`src/rtl/venc1_rm.sv`:
```
// venc1_rm: rate matcher for the rate-1/3 coded stream.
// Each frame drops a fixed set of coded-bit indices, selected by the frame
// type, and passes the remaining bits through a single output register.
// Optional feature macro: VENC1_RM_CHK_EN. When it is defined, the block
// checks in_last against the frame length and exposes a sticky len_err flag.
module venc1_rm (
  input  logic       clk,
  input  logic       rst,
  input  logic [1:0] hs_mode,
  input  logic       start,
  input  logic       in_vld,
  input  logic       in_bit,
  input  logic       in_last,
  output logic       in_rdy,
  output logic       out_vld,
  output logic       out_bit,
  output logic       out_last,
  input  logic       out_rdy,
  output logic       done
`ifdef VENC1_RM_CHK_EN
  ,
  output logic       len_err
`endif
);

  typedef enum logic [1:0] {
    ST_IDLE  = 2'd0,
    ST_RUN   = 2'd1,
    ST_DRAIN = 2'd2
  } state_t;

  // Number of coded bits in a frame of the given type.
  function automatic logic [6:0] in_len(input logic [1:0] mode);
    logic [6:0] len;
    case (mode)
      2'b00:   len = 7'd48;
      2'b01:   len = 7'd111;
      2'b10:   len = 7'd90;
      default: len = 7'd48;
    endcase
    return len;
  endfunction

  // Number of rate-matched bits in a frame of the given type.
  function automatic logic [6:0] out_len(input logic [1:0] mode);
    logic [6:0] len;
    case (mode)
      2'b00:   len = 7'd40;
      2'b01:   len = 7'd80;
      2'b10:   len = 7'd60;
      default: len = 7'd40;
    endcase
    return len;
  endfunction

  // Puncturing pattern, part1 frames.
  function automatic logic punct_part1(input logic [6:0] idx);
    logic p;
    case (idx)
      7'd0, 7'd1, 7'd3, 7'd7, 7'd41, 7'd44, 7'd46, 7'd47: p = 1'b1;
      default: p = 1'b0;
    endcase
    return p;
  endfunction

  // Puncturing pattern, part2 frames.
  function automatic logic punct_part2(input logic [6:0] idx);
    logic p;
    case (idx)
      7'd0, 7'd1, 7'd2, 7'd3, 7'd4, 7'd5, 7'd6, 7'd7,
      7'd11, 7'd13, 7'd14, 7'd23,
      7'd41, 7'd47, 7'd53, 7'd56, 7'd59, 7'd65, 7'd68,
      7'd95, 7'd98, 7'd100, 7'd101,
      7'd103, 7'd104, 7'd105, 7'd106, 7'd107, 7'd108, 7'd109, 7'd110: p = 1'b1;
      default: p = 1'b0;
    endcase
    return p;
  endfunction

  // Puncturing pattern, agch frames.
  function automatic logic punct_agch(input logic [6:0] idx);
    logic p;
    case (idx)
      7'd0, 7'd1, 7'd4, 7'd5, 7'd6, 7'd10, 7'd11, 7'd13, 7'd14, 7'd16,
      7'd22, 7'd23, 7'd30, 7'd36, 7'd43, 7'd46, 7'd60, 7'd62, 7'd63, 7'd70,
      7'd71, 7'd74, 7'd76, 7'd79, 7'd82, 7'd83, 7'd84, 7'd86, 7'd87, 7'd89: p = 1'b1;
      default: p = 1'b0;
    endcase
    return p;
  endfunction

  // True when coded bit idx of a frame of the given type is dropped.
  function automatic logic is_punct(input logic [1:0] mode, input logic [6:0] idx);
    logic p;
    case (mode)
      2'b00:   p = punct_part1(idx);
      2'b01:   p = punct_part2(idx);
      2'b10:   p = punct_agch(idx);
      default: p = 1'b1;
    endcase
    return p;
  endfunction

  state_t     state_q,    state_d;
  logic [1:0] mode_q,     mode_d;
  logic [6:0] in_idx_q,   in_idx_d;
  logic [6:0] out_cnt_q,  out_cnt_d;
  logic       out_vld_q,  out_vld_d;
  logic       out_bit_q,  out_bit_d;
  logic       out_last_q, out_last_d;
  logic       done_q,     done_d;
  logic       in_rdy_s;
  logic       accept_s;
  logic       start_ok_s;
  logic       last_idx_s;

`ifdef VENC1_RM_CHK_EN
  logic       len_err_q,  len_err_d;
`else
  // in_last carries no meaning without the length checker.
  logic       unused_in_last_s;
  assign unused_in_last_s = in_last;
`endif

  assign start_ok_s = start && (hs_mode != 2'b11);
  assign last_idx_s = (in_idx_q == (in_len(mode_q) - 7'd1));
  assign accept_s   = in_vld && in_rdy_s;

  // Next-state, handshake and output-register update logic.
  always_comb begin
    state_d    = state_q;
    mode_d     = mode_q;
    in_idx_d   = in_idx_q;
    out_cnt_d  = out_cnt_q;
    out_bit_d  = out_bit_q;
    out_last_d = out_last_q;
    done_d     = 1'b0;
    in_rdy_s   = 1'b0;

    // Downstream take empties the output register unless it is reloaded below.
    if (out_vld_q && out_rdy) begin
      out_vld_d  = 1'b0;
      out_last_d = 1'b0;
    end else begin
      out_vld_d  = out_vld_q;
    end

    case (state_q)
      ST_IDLE: begin
        if (start_ok_s) begin
          mode_d    = hs_mode;
          in_idx_d  = 7'd0;
          out_cnt_d = 7'd0;
          state_d   = ST_RUN;
        end else begin
          state_d   = ST_IDLE;
        end
      end
      ST_RUN: begin
        // One output register: accept whenever it is empty or being emptied.
        in_rdy_s = !out_vld_q || out_rdy;
        if (accept_s) begin
          if (!is_punct(mode_q, in_idx_q)) begin
            out_vld_d  = 1'b1;
            out_bit_d  = in_bit;
            out_last_d = (out_cnt_q == (out_len(mode_q) - 7'd1));
            out_cnt_d  = out_cnt_q + 7'd1;
          end else begin
            out_cnt_d  = out_cnt_q;
          end
          in_idx_d = in_idx_q + 7'd1;
          if (last_idx_s) begin
            state_d = ST_DRAIN;
          end else begin
            state_d = ST_RUN;
          end
        end else begin
          state_d = ST_RUN;
        end
      end
      ST_DRAIN: begin
        if (!out_vld_q || out_rdy) begin
          done_d  = 1'b1;
          state_d = ST_IDLE;
        end else begin
          state_d = ST_DRAIN;
        end
      end
      default: begin
        state_d = ST_IDLE;
      end
    endcase
  end

  // State and datapath registers; rst discards any frame in flight.
  always_ff @(posedge clk) begin
    if (rst) begin
      state_q    <= ST_IDLE;
      mode_q     <= 2'b00;
      in_idx_q   <= 7'd0;
      out_cnt_q  <= 7'd0;
      out_vld_q  <= 1'b0;
      out_bit_q  <= 1'b0;
      out_last_q <= 1'b0;
      done_q     <= 1'b0;
    end else begin
      state_q    <= state_d;
      mode_q     <= mode_d;
      in_idx_q   <= in_idx_d;
      out_cnt_q  <= out_cnt_d;
      out_vld_q  <= out_vld_d;
      out_bit_q  <= out_bit_d;
      out_last_q <= out_last_d;
      done_q     <= done_d;
    end
  end

`ifdef VENC1_RM_CHK_EN
  // Sticky length check: in_last must coincide exactly with the final index.
  always_comb begin
    len_err_d = len_err_q;
    if ((state_q == ST_IDLE) && start_ok_s) begin
      len_err_d = 1'b0;
    end else if ((state_q == ST_RUN) && accept_s && (in_last != last_idx_s)) begin
      len_err_d = 1'b1;
    end else begin
      len_err_d = len_err_q;
    end
  end

  // Length-error flag register.
  always_ff @(posedge clk) begin
    if (rst) begin
      len_err_q <= 1'b0;
    end else begin
      len_err_q <= len_err_d;
    end
  end

  assign len_err = len_err_q;
`endif

  assign in_rdy   = in_rdy_s;
  assign out_vld  = out_vld_q;
  assign out_bit  = out_bit_q;
  assign out_last = out_last_q;
  assign done     = done_q;

endmodule
```
`config.mk`:
```
export PLATFORM = sky130hd
export DESIGN_NAME = venc1_rm
export DESIGN_NICKNAME = d
export VERILOG_FILES = /design/src/rtl/venc1_rm.sv
export SDC_FILE = /design/constraint.sdc
export NUM_CORES = 1
export LEC_CHECK = 0
export ABC_AREA = 0
export ABC_CLOCK_PERIOD_IN_PS = 2900
export CORE_ASPECT_RATIO = 1.2
export CORE_MARGIN = 8
export CORE_UTILIZATION = 53
export DETAILED_ROUTE_END_ITERATION = 8
export HOLD_SLACK_MARGIN = 0.05
export PLACE_DENSITY = 0.86
export SETUP_SLACK_MARGIN = 0.15
export SLEW_MARGIN = 20
export SYNTH_ARGS = -nofsm -noshare
export SYNTH_HDL_FRONTEND = slang
export SYNTH_SLANG_ARGS = --single-unit
export TNS_END_PERCENT = 30
```
`constraint.sdc`:
```
create_clock -name clk -period 2.9 [get_ports clk]
set_clock_uncertainty 0.15 [all_clocks]
set_input_delay 0.29 -clock clk [delete_from_list [all_inputs] [get_ports clk]]
set_output_delay 0.29 -clock clk [all_outputs]
set_load 0.005 [all_outputs]
```
==> reports/qor.txt <==
Outcome -> finished, final reports clean
Number of remaining DRC errors -> 0
Synthesized cell area -> 1890 um^2
Antenna cell count -> 0
Die height -> 81.4 um
Dpl hpwl -> 3.75 mm
Final hold violations -> 0
Final Cycle Share -> 91.1%
Initial DRC Count -> 134
Post-synth ARST share -> 0%
Design Area, Final -> 2420 um^2
Largest cells by area after synthesis -> dfxtp_1, ha_1, nand2_1
Die ar. -> 5740 um^2
Grt total ovfl -> 0
CTS tree -> yes
Power density over the cells -> 324 nW/um^2
Post-Route WL -> 5.12 mm
FP Rows -> 23
Synth warn -> 0
Sequential area share after synthesis -> 25.4%
Post-synth EDFFs -> 0
Slew Viols, Final -> 0
Antenna-violating nets left -> 0
WL per Instance -> 16.4 um
Initial antenna violation count -> 0
Gr usage total -> 16.6%
Syn_nets -> 265
Clock sinks -> 24
Synthesized area per cell -> 8.01 um^2
Static Leak -> 0.977 nW
Clk slew on worst S/H paths -> 0.09 ns
HP Class -> flip-flop to flip-flop
Max IR drop VDD -> 0.330 mV
Final Wtd Congestion -> 0.898
Synthesized instance count -> 236
Longest Clk Path Bufs -> 2
Core area -> 3370 um^2
Max-cap viol count -> 0
RSZ-0062 raised after global routing -> yes
H-tree Lvls -> 1
Setup Viol. Count Final -> 0
Worst endpoint required time -> 2.95 ns
Port Buffers -> 12
Total clock buffers created by CTS -> 3
Primary FF master, synth -> dfxtp_1
CTS root buffer -> clkbuf_8
Seq cells post-synth -> 24
Layout cells sized above 1 -> 25.8%
CP arrival -> 2.70 ns
Largest net degree at the start of global routing -> 15
Routed vias/inst -> 6.07
Drt first pass iters -> 4
Fmax -> 379 MHz
Worst Path Max Fanout -> 4
Slew headroom -> 74.4%
Measured slew at the worst slew-check pin -> 0.379 ns
Vias in the first global route -> 1860
Die X -> 70.5 um
CP startpoint kind -> flip-flop
Clock latency on the worst-skew pair -> 0.27 ns
Critical path endpoint category -> flip-flop
CTS Hold Bufs -> 0
Synth-to-Final Area Change -> 28.2%
Fin crit period -> 2.64 ns
Post-synth cell types -> 48
Initial Util -> 56.1%
Cell taking the most area after synthesis -> dfxtp_1
Worst hold slack -> 0.332 ns
Share of the synthesized area in the top cell type -> 25.4%
First-pass GRT wire length -> 8.00 mm
DR vias -> 1893
Placed Area -> 2240 um^2
Total Power -> 0.784 mW
Layout Nets -> 305
Setup CP Type -> flip-flop to flip-flop
I/O Pins -> 14
[power by group]
part / switching [mW] / internal, mW / leakage, nW / total (mW)
clock network: 0.116 / 0.185 / 0.0357 / 0.301
registers: 0.00740 / 0.336 / 0.197 / 0.343
logic: 0.0733 / 0.0667 / 0.744 / 0.140
total: 0.197 / 0.587 / 0.977 / 0.784
[metrics by stage]
step           setup TNS (ns)  std cells  setup slack, ns  util, %
6_report                    0        312            0.259     71.9
3_5_place_dp           -0.314        305           -0.185     66.6
2_1_floorplan               0        236            0.172        -
3_3_place_gp          -0.0966        305          -0.0652     66.6
4_1_cts                     0        310            0.136     69.5
5_1_grt                     0        312           0.0986     71.9
[area by class of cell]
type	instances	area, um^2
repair buffers	46	375
flip-flops and latches	24	488
fillers	264	945
clock buffers	3	41.3
clock inverters	1	30.0
inverters	12	45.0
well taps	37	46.3
multi-input cells	189	1400
[cell usage after synthesis, types with 3 or more instances]
cell	n
or3_1	4
or4_1	3
a22oi_1	3
nor4_1	4
nand4_1	5
dfxtp_1	24
nand3_1	6
nor2b_1	3
ha_1	20
nor2_1	20
buf_2	3
xnor2_1	7
xor2_1	9
a221oi_1	3
and3_1	4
clkbuf_1	7
a21oi_1	17
o211ai_1	3
nand2_1	24
inv_1	12
mux2i_1	4
o21ai_0	10
a31oi_1	5
mux2_2	3
nor4b_1	3
[cell families (layout without fill, tap and decap cells)]
family	after synthesis	count (layout)	share of synthesized area, %
AO/OA/AOI/OAI	56	56	19.6
XOR/XNOR	16	16	7.42
adder cells (fa/ha/maj)	20	20	13.2
buffers and inverters	23	62	4.83
flip-flops	24	24	25.4
multiplexers	7	7	3.91
AND/OR/NAND/NOR	90	90	25.6
[flip-flops by register name (all words and copies together) (netlist names), named ones only]
name	count
in_idx_q	7
out_vld	1
mode_q	2
done	1
out_cnt_q	7
state_q	2
out_bit	1
out_last	1
[path summary, 6_finish.rpt]
kind | cells after the start | end | start | slack (ns)
setup / recovery | 12 | flip-flop | in_idx_q[0] | 0.26
hold / removal | 2 | out_last | out_last | 0.33
setup reg to reg | 12 | flip-flop | in_idx_q[0] | 0.26
hold reg to reg | 2 | out_last | out_last | 0.33
[placed cells by master, fill, tap and decap left out, drive strengths merged, types with 5 or more instances in the layout]
master,count
o21ai,11
a31oi,5
buf,34
xor2,9
a21oi,19
nand3,7
inv,12
clkdlybuf4s50,12
ha,20
xnor2,7
nor2,20
nand2,24
nand4,5
dfxtp,24
[routing by layer]
metal	up-vias	global-route usage, %	share of wire, %
met4	0	6.64	2.4
met1	889	17.2	40
li1	929	-	-
met3	14	1.46	3.1
met2	61	33.3	54
met5	-	0	0
[what timing repair did]
| item | CTS | global route |
|---|---|---|
| pin swaps | 0 | 7 |
| endpoints found under the setup margin | 3 | 8 |
| resized for setup | 3 | 21 |
| setup buffers | 1 | 2 |
[worst max-delay path, stage by stage (launching register included)]
cell,delay (ns)
dfxtp_2,0.34
inv_1,0.09
ha_1,0.30
nor2b_2,0.14
nand4_1,0.13
o41ai_2,0.09
buf_4,0.19
ha_2,0.19
inv_1,0.06
or4_1,0.54
a21oi_2,0.15
a221oi_1,0.06
mux2i_1,0.13
Note: power is estimated with default switching activity, not from simulation.
